--- config.mk ---
export PLATFORM = sky130hd
export DESIGN_NAME = inv_mixcol_sequencer
export DESIGN_NICKNAME = d
export VERILOG_FILES = /design/src/rtl/inv_mixcol_sequencer.sv
export SDC_FILE = /design/constraint.sdc
export NUM_CORES = 1
export LEC_CHECK = 0
export ABC_AREA = 1
export CAP_MARGIN = 20
export CORE_MARGIN = 3
export CORE_UTILIZATION = 40
export DETAILED_ROUTE_END_ITERATION = 16
export GPL_ROUTABILITY_DRIVEN = 0
export PLACE_DENSITY = 0.72
export SYNTH_ARGS = -nofsm -noshare
export SYNTH_HDL_FRONTEND = slang
export SYNTH_SLANG_ARGS = --single-unit
--- constraint.sdc ---
create_clock -name clk -period 5.45 [get_ports clk]
set_input_delay 0.545 -clock clk [delete_from_list [all_inputs] [get_ports clk]]
set_output_delay 0.545 -clock clk [all_outputs]
set_load 0.02 [all_outputs]
--- src/rtl/inv_mixcol_sequencer.sv ---
// inv_mixcol_sequencer
// Time-multiplexes a single 32-bit InvMixColumns datapath over the four
// columns of a 128-bit AES decryption state, one column per clock. There is
// a valid/ready handshake on both sides. A bypass input skips the transform
// for the final decryption round.
module inv_mixcol_sequencer #(
    parameter int unsigned STATE_W  = 128,
    parameter int unsigned COL_W    = 32,
    parameter int unsigned NUM_COLS = 4
) (
    input  logic               clk,
    input  logic               rst_n,
    input  logic               flush,
    input  logic               in_valid,
    output logic               in_ready,
    input  logic [STATE_W-1:0] in_data,
    input  logic               in_bypass,
    output logic               out_valid,
    input  logic               out_ready,
    output logic [STATE_W-1:0] out_data,
    output logic               busy
);

    localparam int unsigned     CNT_W    = (NUM_COLS > 1) ? $clog2(NUM_COLS) : 1;
    localparam logic [CNT_W-1:0] LAST_COL = CNT_W'(NUM_COLS - 1);

    typedef enum logic [1:0] {
        IDLE,
        RUN,
        DONE
    } state_t;

    state_t             state, state_nx;
    logic [CNT_W-1:0]   col_cnt, cnt_nx;
    logic [STATE_W-1:0] buffer, buf_nx;
    logic [STATE_W-1:0] buf_wb;
    logic [COL_W-1:0]   col_in, col_out;

    // Multiply by x in GF(2^8), reduction polynomial 0x11B.
    function automatic logic [7:0] xtime(input logic [7:0] b);
        return {b[6:0], 1'b0} ^ (b[7] ? 8'h1b : 8'h00);
    endfunction

    // InvMixColumns on one column; byte 0 sits at the MSB.
    function automatic logic [31:0] inv_mix(input logic [31:0] col);
        logic [7:0] s  [4];
        logic [7:0] m9 [4];
        logic [7:0] mb [4];
        logic [7:0] md [4];
        logic [7:0] me [4];
        logic [7:0] x2, x4, x8;
        logic [31:0] r;
        r = '0;
        for (int unsigned k = 0; k < 4; k++) begin
            s[k]  = col[31-8*k -: 8];
            x2    = xtime(s[k]);
            x4    = xtime(x2);
            x8    = xtime(x4);
            m9[k] = x8 ^ s[k];
            mb[k] = x8 ^ x2 ^ s[k];
            md[k] = x8 ^ x4 ^ s[k];
            me[k] = x8 ^ x4 ^ x2;
        end
        for (int unsigned i = 0; i < 4; i++) begin
            r[31-8*i -: 8] = me[i] ^ mb[(i+1)%4] ^ md[(i+2)%4] ^ m9[(i+3)%4];
        end
        return r;
    endfunction

    // Select the buffer column addressed by col_cnt for the shared datapath.
    always_comb begin
        col_in = '0;
        for (int unsigned c = 0; c < NUM_COLS; c++) begin
            if (CNT_W'(c) == col_cnt) begin
                col_in = buffer[STATE_W-1-c*COL_W -: COL_W];
            end
        end
    end

    assign col_out = inv_mix(col_in);

    // Merge the transformed column back into its own slot of the buffer.
    always_comb begin
        buf_wb = buffer;
        for (int unsigned c = 0; c < NUM_COLS; c++) begin
            if (CNT_W'(c) == col_cnt) begin
                buf_wb[STATE_W-1-c*COL_W -: COL_W] = col_out;
            end
        end
    end

    // Next-state, column counter and buffer update; flush overrides all.
    always_comb begin
        state_nx = state;
        cnt_nx   = col_cnt;
        buf_nx   = buffer;
        if (flush) begin
            state_nx = IDLE;
            cnt_nx   = '0;
        end else begin
            case (state)
                IDLE: begin
                    if (in_valid) begin
                        buf_nx   = in_data;
                        cnt_nx   = '0;
                        state_nx = in_bypass ? DONE : RUN;
                    end
                end
                RUN: begin
                    buf_nx = buf_wb;
                    if (col_cnt == LAST_COL) begin
                        cnt_nx   = '0;
                        state_nx = DONE;
                    end else begin
                        cnt_nx = col_cnt + 1'b1;
                    end
                end
                DONE: begin
                    if (out_ready) begin
                        state_nx = IDLE;
                    end
                end
                default: begin
                    state_nx = IDLE;
                    cnt_nx   = '0;
                end
            endcase
        end
    end

    // State, counter and buffer registers with asynchronous clear.
    always_ff @(posedge clk or negedge rst_n) begin
        if (!rst_n) begin
            state   <= IDLE;
            col_cnt <= '0;
            buffer  <= '0;
        end else begin
            state   <= state_nx;
            col_cnt <= cnt_nx;
            buffer  <= buf_nx;
        end
    end

    assign in_ready  = (state == IDLE);
    assign out_valid = (state == DONE);
    assign busy      = (state == RUN) || (state == DONE);
    assign out_data  = buffer;

endmodule

## After elaboration in Yosys (flattened, before gate mapping)

Index checks and enable logic that the tools add are counted.

| word-level totals | value |
|---|---|
| bits in registers | 132 |
| bits in latches | 0 |
| bits in writable memories | 0 |
| memory bits (read-only) | 0 |
| bits of input ports | 134 |
| output and inout bits | 131 |
| word-level logic and storage cells | 113 |
| memories kept | 0 |

| cells by class | value |
|---|---|
| $add $sub $neg | 1 |
| multiply operators | 0 |
| divide/modulo/power cells | 0 |
| magnitude comparators | 0 |
| equality and inequality tests | 15 |
| shifts and indexed selects | 0 |
| multiplexer cells | 32 |
| bitwise logic cells | 49 |
| reductions and logical operators | 10 |

Operators by type and width:

| operator | number |
|---|---|
| bitwise XOR 8 bit | 36 |
| 2-to-1 mux 32 bit | 8 |
| one-hot mux 128 bit (2 select lines) | 1 |
| 2-to-1 mux 128 bit | 1 |
| bitwise XOR 8 x 5 -> 8 bit | 12 |
| 2-to-1 mux 5 bit | 12 |
| 2-to-1 mux 2 bit | 8 |
| AND reduction 4 bit | 4 |
| inequality test 2 bit, second input constant | 6 |
| one-hot mux 2 bit (3 select lines) | 2 |
| inequality test 3 bit, second input constant | 2 |
| == test 2 bit, first input constant | 2 |
| == test 2 bit, second input constant | 2 |
| logical NOT 2 bit | 2 |
| inequality test 3 x 2 -> 1 bit, second input constant | 1 |
| AND reduction 3 bit | 1 |
| adder 2 x 1 -> 2 bit, second input constant | 1 |
| == test 1 x 2 -> 1 bit, first input constant | 1 |
| == test 2 x 1 -> 1 bit, second input constant | 1 |
| AND reduction 2 bit | 1 |
| nonzero test 2 bit | 1 |
| logical OR 1 bit | 1 |
| NOT 1 bit | 1 |

## Longest topological paths before layout

| depth | value |
|---|---|
| depth after elaboration | 18 |
| mapped depth | 23 |
| gate-level depth less buffers | 21 |

## Least setup slack after synthesis

OpenSTA, ideal clock, no wires.

| path | value |
|---|---|
| path type | register to register |
| from | register col_cnt[0] |
| to | register buffer[60] (netlist: out_data[60]) |
| setup time | 0.122 ns |
| arrival | 2.350 ns |
| required time | 5.328 ns |
| slack | 2.977 ns |
| cell stages (with the launch flop) | 23 |
| buffers on the path | 2 |
| period minus slack after synthesis | 2.473 ns |
| path through | dfrtp_1 inv_1 ha_1 buf_6 inv_6 buf_6 nor2_1 nor2_1 nand2_1 nand2_4 nand2_1 nand2_2 nand2_2 nand2_4 nand2_1 nand2_1 nand2_1 nand2_1 inv_1 nand2_1 nand3_1 nand3_2 a21oi_1 |

| between the ends | value |
|---|---|
| cells in the longest elaborated chain, start to end | 16 |
| elaborated cells between the ends (all ways) | 45 |
| those cells by class | eq/ne: 4; mux: 17; bitwise: 22; reduce/logical: 2 |

RTL lines:

| what | line | RTL |
|---|---|---|
| start, declared | 34 | `logic [CNT_W-1:0] col_cnt, cnt_nx;` |
| start signal, assigned | 139 | `col_cnt <= cnt_nx;` |
| logical NOT 2 bit | 74 | `if (CNT_W'(c) == col_cnt) begin` |
| 2-to-1 mux 32 bit (4 in series) | 74 |  |
| bitwise XOR 8 x 5 -> 8 bit | 41 | `return {b[6:0], 1'b0} ^ (b[7] ? 8'h1b : 8'h00);` |
| 2-to-1 mux 5 bit or bitwise XOR 8 x 5 -> 8 bit (tied branches) | 41 |  |
| bitwise XOR 8 x 5 -> 8 bit or 2-to-1 mux 5 bit (tied branches) | 41 |  |
| bitwise XOR 8 x 5 -> 8 bit | 41 |  |
| bitwise XOR 8 bit, on equally long branches (2 in series) | 62, 60 |  |
| bitwise XOR 8 bit (3 in series) | 65 | `r[31-8*i -: 8] = me[i] ^ mb[(i+1)%4] ^ md[(i+2)%4] ^ m9[(i+3)%4];` |
| 2-to-1 mux 32 bit | 86 | `if (CNT_W'(c) == col_cnt) begin` |
| one-hot mux 128 bit (2 select lines) | 101 | `case (state)` |
| end signal, assigned | 140 | `buffer <= buf_nx;` |
| end, declared | 35 | `logic [STATE_W-1:0] buffer, buf_nx;` |

Several ways; a longest one is shown, not always the timed one. The select of a mux whose other input is x is not followed.
A chain may end at the register's enable or synchronous reset.

## Worst setup path after layout

| path | value |
|---|---|
| from | register col_cnt[0] |
| to | register buffer[33] (netlist: out_data[33]) |

Same word-level chain as after synthesis.

==> impl_results.md <==
- Largest net degree at the start of global routing: 91
- Total CTS buffers: 17
- Initial core utilization: 0.4094
- Die span in y: 175.5 um
- CP cell instances: inv_1 -> ha_1 -> inv_2 -> nor2_8 -> nand2_1 -> nand2_1 -> nand2_1 -> nand2_1 -> nand2_1 -> nand2_1 -> nand2_1 -> nand2_2 -> xor2_1 -> xor2_1 -> nand2_1 -> nand3_1 -> a21oi_1
- Setup bufs post-CTS: 0
- WP depth: 17
- Critical path origin: col_cnt[0]
- MaxCap Viol Count: 0
- WP buf/inv: 2
- Post-synth top flop: dfrtp_1
- Most common cell after layout, fill and taps aside: nand2_1
- Die X: 175.5 um
- Status: finished, final reports clean
- Worst reg2reg path depth: 17
- Dpl cell area: 0.01446 sq mm
- Seq/Total Area, Yosys: 0.2873
- Number of global-route vias before repair: roughly 13000
- Clk_lat worst skew: 0.44 ns
- Register area: 0.003303 sq mm
- Die area: between 0.03 and 0.04 sq mm
- FF-to-FF End: out_data[33]
- Commonest non-fill, non-tap cells in the layout: 633 x nand2_1, 282 x a21oi_1, 263 x clkdlybuf4s50_1, 173 x nor2_1, 147 x nand3_1
- Crit-path max FO: 19
- Port Buffers: approximately 260
- Final #Nets: 2170
- Worst Setup End Kind: flip-flop
- Tcrit/Tclk final: 0.7326
- Critical path's slowest cell: ha_1
- First-pass GRT wire length: roughly 76000 um
- Num Clock Sinks: 132
- Final setup vio count: 0
- Post-synthesis net count: 1934
- First-pass iteration count of the detailed router: 9
- WL final: 50680 um
- CP dominant cell by count: nand2_1
- IO Count: approximately 270
- CTS tree: built
- Core Util, Final: 0.5367
- Drt drc: 0
- Final ANT Viol Nets: 0
- Grt total ovfl: 0
- Filler instances: 2728
- Share of cells above drive strength 1: 0.09207
- Final slew viol count: 0
- 1st-iter DRT viols: 1808
- RSZ-0062 raised after global routing: false
- End point of the critical path: out_data[33]
- CTS root buf: clkbuf_16
- Via count: 13860
- Critical path's top delay family: simple AND/OR/NAND/NOR gates
- Routed len/inst: 20.94 um
- Core Box Area: roughly 0.028 sq mm
- H-tree depth: 4
- Worst Path Required: 5.75 ns
- Asr flop ratio synth: 1.000
- Flops & latches, synth: 132
- CP peak stage delay: 0.65 ns
- Cell Area, Synth: about 0.011 sq mm
- Crit path launch type: flip-flop
- Arr. time, crit path: 4.29 ns
- Mapped Avg Cell Area: 6.413 sq um
- Worst Skew: roughly 0.014 ns
- Reg-to-reg critical path startpoint: col_cnt[0]
- Top Usage Layer GRT: met2
- Area delta synth->final: 31.09%
- Vias per cell: 5.726
- Reg2Reg Setup Slack: 1.46 ns
- Syn Inst Count: 1793
- Setup_tns: 0 ns
- Slew @ Worst Pin: 1.103 ns
- CTS Buffer Depth: 2
- Netlist cell types: 45
- Highest Clock Rate: 250.5 MHz
- Worst hold path type: primary input to async pin
- Clock slew at reported path FFs: 0.07 ns
- Initial antenna violation count: 0
- Max-slew headroom: 0.2649
- Area occupied by multi-input gates: ~0.0075 sq mm
- Met1 global-route usage: 0.4277
- Design area: 0.01507 sq mm
- CP Class: flip-flop to flip-flop
- Row count: 61
- Minimum clock period after layout: 3.993 ns
- Final Hold Viols: 0
- Post-synth EDFFs: 0
- M2 GR Usage: 0.4981
- Yosys Warn Count: 0
- Placed wire-length estimate: about 38000 um
- GRT Resource Usage Total: 0.3189
- Number of diodes: 0
- Met3 usage: 0.06766
area by class of cell:
type / instances / area share
inverter: 98 / 0.02507
multi-input combinational: 1500 / 0.4974
timing repair buffer: 280 / 0.1886
sequential: 132 / 0.2191
tap: 378 / 0.03138
clock buffer: 18 / 0.02914
clock inverter: 14 / 0.009297
sequential cells by signal, indices dropped and copies added (netlist names):
name,cells
col_cnt,2
out_data,128
state,2
worst min-delay path by stage:
stage            startpoint      endpoint  slack, ns
2_1_floorplan         rst_n    col_cnt[0]       0.25
3_3_place_gp   out_data[79]  out_data[79]       0.54
3_5_place_dp   out_data[21]  out_data[21]       0.55
4_1_cts               rst_n  out_data[90]       0.31
5_1_grt               rst_n  out_data[90]       0.50
6_report              rst_n  out_data[90]       0.48
Yosys cell counts, types with 9 or more instances:
cell,n,area (sq um)
nand3_2,20,200.2
buf_6,11,123.9
xnor2_1,15,131.4
a21oi_1,286,1431
inv_1,90,337.8
nor2_1,173,649.4
xor2_1,75,656.9
clkbuf_1,39,146.4
nand3_1,147,735.7
nand2_2,49,306.5
nor2_2,9,56.30
a21oi_2,14,122.6
nand2_1,633,2376
dfrtp_1,132,3303
cell families (layout without fill, tap and decap cells):
group           count (synthesis)  in the layout  synth area share
flops                         132            132            0.2873
buf+inv                       161            410           0.06311
simple gates                 1058           1058            0.3953
mux                             1              1         0.0008705
compound gates                338            338            0.1678
xor+xnor                       96             96           0.07802
fa+ha+maj                       7              7          0.007617
per-stage QoR:
step | worst slack (ns) | instances | hold slack [ns]
after floorplan | 2.977 | 1793 | 0.2494
after global placement | 1.700 | 2383 | 0.5389
after detailed placement | 1.590 | 2386 | 0.5489
after CTS | 1.563 | 2418 | 0.3143
after global routing | 1.221 | 2420 | 0.4998
final | 1.457 | 2420 | 0.4841
per-layer routing:
| layer | wire (um) | share of wire | vias to the layer above |
|---|---|---|---|
| li1 | - | - | 6287 |
| met1 | 19630 | 0.39 | 6428 |
| met2 | 22630 | 0.45 | 985 |
| met3 | 6016 | 0.12 | 158 |
| met4 | 2402 | 0.047 | 0 |
| met5 | 0 | 0 | - |
timing repair:
item / CTS / global route
hold buffers: 0 / 1
endpoints found under the hold margin: 0 / 9
gates resized for setup: 0 / 0
Power is left out: the tool's default activity adds up to more than one toggle a clock period on the data nets, which glitch-free logic cannot reach.
==> patch 1: new RTL, same flow settings <==
`buffer` no longer has a reset.
--- a/src/rtl/inv_mixcol_sequencer.sv
+++ b/src/rtl/inv_mixcol_sequencer.sv
@@ -134,10 +134,12 @@
             state   <= IDLE;
             col_cnt <= '0;
-            buffer  <= '0;
         end else begin
             state   <= state_nx;
             col_cnt <= cnt_nx;
-            buffer  <= buf_nx;
         end
+    end
+
+    always_ff @(posedge clk) begin
+        buffer <= buf_nx;
     end
 
Behaviour: not the same (Yosys sat finds a counterexample within 4 cycles, from zero or initial values and one cycle with rst_n low).
==> patch 1 against the unedited design <==
- cell area is 5.9% lower
- critical path depth is 3 higher
- highest routed layer unchanged
- routed wire length is 14% lower
- area after synthesis is 7.3% lower
- largest cell class unchanged
- worst setup slack better by 0.036 ns
- hold slack worse by 0.083 ns
- sequential cell count stayed put
- die area is 7.0% lower
Power is left out: the tool's default activity adds up to more than one toggle a clock period on the data nets, which glitch-free logic cannot reach.
==> patch 1: results (changes against the unedited design) <==
metric	value	unit	change
outcome	finished clean		
grt_max_degree	115		+26%
critPathMaxStageDelay	0.40	ns	-0.25 ns
finClkSkew	0.0182	ns	+0.00452 ns
antenna_found_initial	0		unchanged
synthMuxAreaShare	0.0939	%	+0.0068 points
grt_pass1_wl	63800	µm	-16%
synthXorXnorAreaFrac	9.00	%	+1.2 points
yosysSeqAreaShare	37.0	%	+8.3 points
fin_nets	1946		-10%
slowest_stage	dfrtp_1		
place_inst	2120		-11%
hpwl	34200	µm	-11%
slew-limit-headroom	32.6	%	+6.1 points
synth_flop_cell	edfxtp_1		
ys_top_cells_by_count	840 x nand2_1, 138 x nand3_1, 128 x edfxtp_1		
wl_per_cell	20.2	µm	-3.7%
first_global_vias	11015		-15%
synth_fa_ha_area_share	0.821	%	+0.060 points
drive_gt1_share	6.66	%	-2.5 points
arrival	4.12	ns	-0.17 ns
synth_edf_count	128		+128
crit_fanout	17		-2
synth_cell_types	44		-2.2%
postSynth.asyncResetShare	3.03	%	-97 points
synth_nets	1689		-13%
synth.avg_cell_area	6.89	µm²	+7.4%
dp_slack	1.63	ns	+0.0434 ns
synthTopCellsByArea	edfxtp_1 36%, nand2_1 30%, xor2_1 6.7%		
synth_compound_area_share	5.34	%	-11 points
track_usage	29.3	%	-2.6 points
crit_buf_inv	4		+2
drt-initial-drc-count	1372		-24%
via_per_inst	5.46		-4.6%
wl	43400	µm	-14%
drtPass1Iterations	8		-1
-- patch 1: changes by cell type in the layout (fill, tap and decap cells not counted), sizes merged, moves of 4 or more --
cell	unedited run	this run
inv	104	81
dfrtp	132	4
xnor2	15	22
nand3	168	154
xor2	81	85
a21oi	306	58
edfxtp	0	128
nand3b	7	11
nand2	686	862
nor2	183	59
-- patch 1: final cells by class --
type	instances	area [µm²]
Inverter	79	302
Tap cell	335	419
Multi-Input combinational cell	1298	6220
Sequential cell	132	3940
Clock inverter	12	110
Fill cell	2446	11900
Timing Repair Buffer	277	2760
Clock buffer	18	429
-- patch 1: worst paths after layout --
kind	from	to	slack (ns)	cells past startpoint
worst max-delay path	col_cnt[0]$_DFFE_PN0P_	out_data[69]$_DFFE_PP_	1.49	20
worst min-delay path	rst_n	state[1]$_DFFE_PN0P_	0.40	1
worst max register to register	col_cnt[0]$_DFFE_PN0P_	out_data[69]$_DFFE_PP_	1.49	20
worst min register to register	state[1]$_DFFE_PN0P_	state[1]$_DFFE_PN0P_	0.59	2
max in group asynchronous	rst_n	col_cnt[1]$_DFFE_PN0P_	4.75	1
min in group clk	state[1]$_DFFE_PN0P_	state[1]$_DFFE_PN0P_	0.59	2
-- patch 1: metrics by stage --
step	cell area [µm²]	hold WS, ns
final	14200	0.401
after global placement	13600	0.567
after global routing	14200	0.406
after CTS	14200	0.388
after detailed placement	13600	0.579
after floorplan	10700	0.249
-- patch 1: metal layers --
| metal | part of all wire, % | global-route usage, % | vias up |
|---|---|---|---|
| met2 | 45 | 46.4 | 775 |
| met3 | 13 | 7.92 | 103 |
| met4 | 3.9 | 11.7 | 0 |
| met1 | 38 | 38.2 | 5411 |
| met5 | 0 | 0 | - |
| li1 | - | - | 5465 |
==> patch 2: new RTL, same flow settings <==
Without the edit above. Set the parameter `STATE_W` to 120 (it was 128).
--- a/src/rtl/inv_mixcol_sequencer.sv
+++ b/src/rtl/inv_mixcol_sequencer.sv
@@ -5,5 +5,5 @@
 // for the final decryption round.
 module inv_mixcol_sequencer #(
-    parameter int unsigned STATE_W  = 128,
+    parameter int unsigned STATE_W  = 120,
     parameter int unsigned COL_W    = 32,
     parameter int unsigned NUM_COLS = 4
Interface: changed (resized in_data and out_data); port bits go from 265 to 249. No check against the original RTL was run, so the function may have changed too.
==> patch 2 against the unedited design <==
- worst setup slack worse by 0.039 ns
- critical endpoint is now out_data[24]$_DFFE_PN0P_
- core utilization is 0.13 points lower
- routed wire length is 10% lower
- critical path depth is 6 lower
- highest routed layer unchanged
- count of clock-buffer cells in the layout stayed put
- clock skew is 0.0017 ns higher
- area after synthesis is 5.9% lower
- sequential cell count is 8 lower
- cell area is 6.4% lower
Power is not shown: default switching activity piles up to over one toggle a cycle in this logic, so the estimate is an artifact.
==> patch 2: results (changes against the unedited design) <==
metric	value	unit	change
postCtsResizedCells	0		unchanged
track_usage	31.0	%	-0.91 points
num_vias	12591		-9.1%
yosys_warnings	0		unchanged
postPlaceCellArea	0.0135	mm²	-6.6%
critPathMaxStageDelay	0.51	ns	-0.14 ns
wl_per_cell	20.8	µm	-0.84%
grt_max_degree	83		-8.8%
worst_skew_pair.late_latency	0.43	ns	
critPathKind	reg -> reg		
synth_cell_types	50		+11%
diodes	0		unchanged
slowest_stage	clkinv_1		
fin_nets	1980		-8.8%
io_buffers	248		-6.1%
startpoint	state[1]$_DFFE_PN0P_		
antenna_found_initial	0		unchanged
yosysSeqAreaShare	28.7	%	-0.050 points
drtPass1Iterations	5		-4
first_global_vias	12075		-7.2%
ys_top_cells_by_count	511 x nand2_1, 270 x a21oi_1, 153 x nor2_1		
path_delay_family	buffers and inverters		
clockRootBuffer	clkbuf_16		
hpwl	34800	µm	-8.8%
hold_path_class	in -> async		
synthTopCellsByArea	dfrtp_1 29%, nand2_1 18%, a21oi_1 12%		
postSynth.asyncResetShare	100	%	unchanged
cts_buffer_depth	2		unchanged
numCtsBuffers	17		unchanged
worst_pin_slew	0.905	ns	-0.197 ns
finClkSkew	0.0154	ns	+0.00172 ns
largest_reg_flops	120		-6.3%
drt-initial-drc-count	1430		-21%
grt_pass1_wl	69600	µm	-8.5%
arrival	4.29	ns	about the same
cts_setup_buffers	0		unchanged
overflow	0		unchanged
htreeDepth	4		unchanged
synth_nets	1760		-9.0%
crit_fanout	50		+31
clk_pin_slew	0.07	ns	about the same
outcome	finished clean		
nFillCells	2423		-11%
drive_gt1_share	10.4	%	+1.2 points
patch 2: cell count changes in the layout (fill, tap and decap cells not counted), sizes merged, moves of 13 or more:
cell           change
a21oi             -25
xnor2             +14
nand3             -37
clkdlybuf4s50     -16
xor2              +13
nor2              -26
nand2            -116
patch 2: worst reg2reg max path: cells and delay by family (launching register included):
family	cells	cell delay, ns
fa+ha+maj	1	0.17
simple gates	1	0.45
compound gates	4	0.92
flops	1	0.40
buf+inv	5	1.95
patch 2: layout make-up:
cell class / count / share of cell area, %
Tap cell: 335 / 2.97
Timing Repair Buffer: 264 / 18.7
Sequential cell: 124 / 22.0
Inverter: 100 / 2.77
Clock buffer: 18 / 3.11
Multi-Input combinational cell: 1340 / 49.5
Clock inverter: 13 / 0.993
patch 2: metal layers:
| metal | part of all wire (%) | global-route usage [%] | vias up |
|---|---|---|---|
| met5 | 0 | 0 | - |
| met4 | 4.9 | 13.7 | 0 |
| met3 | 12 | 7.20 | 151 |
| met2 | 45 | 48.4 | 868 |
| met1 | 39 | 41.0 | 5872 |
| li1 | - | - | 5700 |
patch 2: per-stage QoR:
stage               util (%)  worst slack, ns  std cells  hold slack [ns]
CTS                     53.4             1.52       2193            0.346
finish                  53.5             1.42       2194           0.0495
detailed placement      51.2             1.56       2162            0.514
global placement        51.1             1.61       2161            0.507
global route            53.5             1.26       2194           0.0663
floorplan                  -             3.02       1627            0.249
patch 2: worst paths after layout:
| path | slack (ns) | endpoint | depth (start not counted) |
|---|---|---|---|
| min in group clk | 0.53 | state[0]$_DFFE_PN0P_ | 2 |
| worst max register to register | 1.42 | out_data[24]$_DFFE_PN0P_ | 11 |
| worst min-delay path | 0.05 | out_data[115]$_DFFE_PN0P_ | 1 |
| max in group asynchronous | 4.11 | out_data[2]$_DFFE_PN0P_ | 3 |
| worst max-delay path | 1.42 | out_data[24]$_DFFE_PN0P_ | 11 |
| worst min register to register | 0.53 | state[0]$_DFFE_PN0P_ | 2 |
patch 2: logic make-up after synthesis:
kind of cell / count (synthesis) / synth area share [%]
buffers and inverters: 163 / 7.01
and+or+nand+nor: 883 / 35.6
AOI/OAI and AO/OA: 327 / 17.0
xor gates and xnor gates: 123 / 10.9
DFF: 124 / 28.7
adders and majority gates: 7 / 0.809
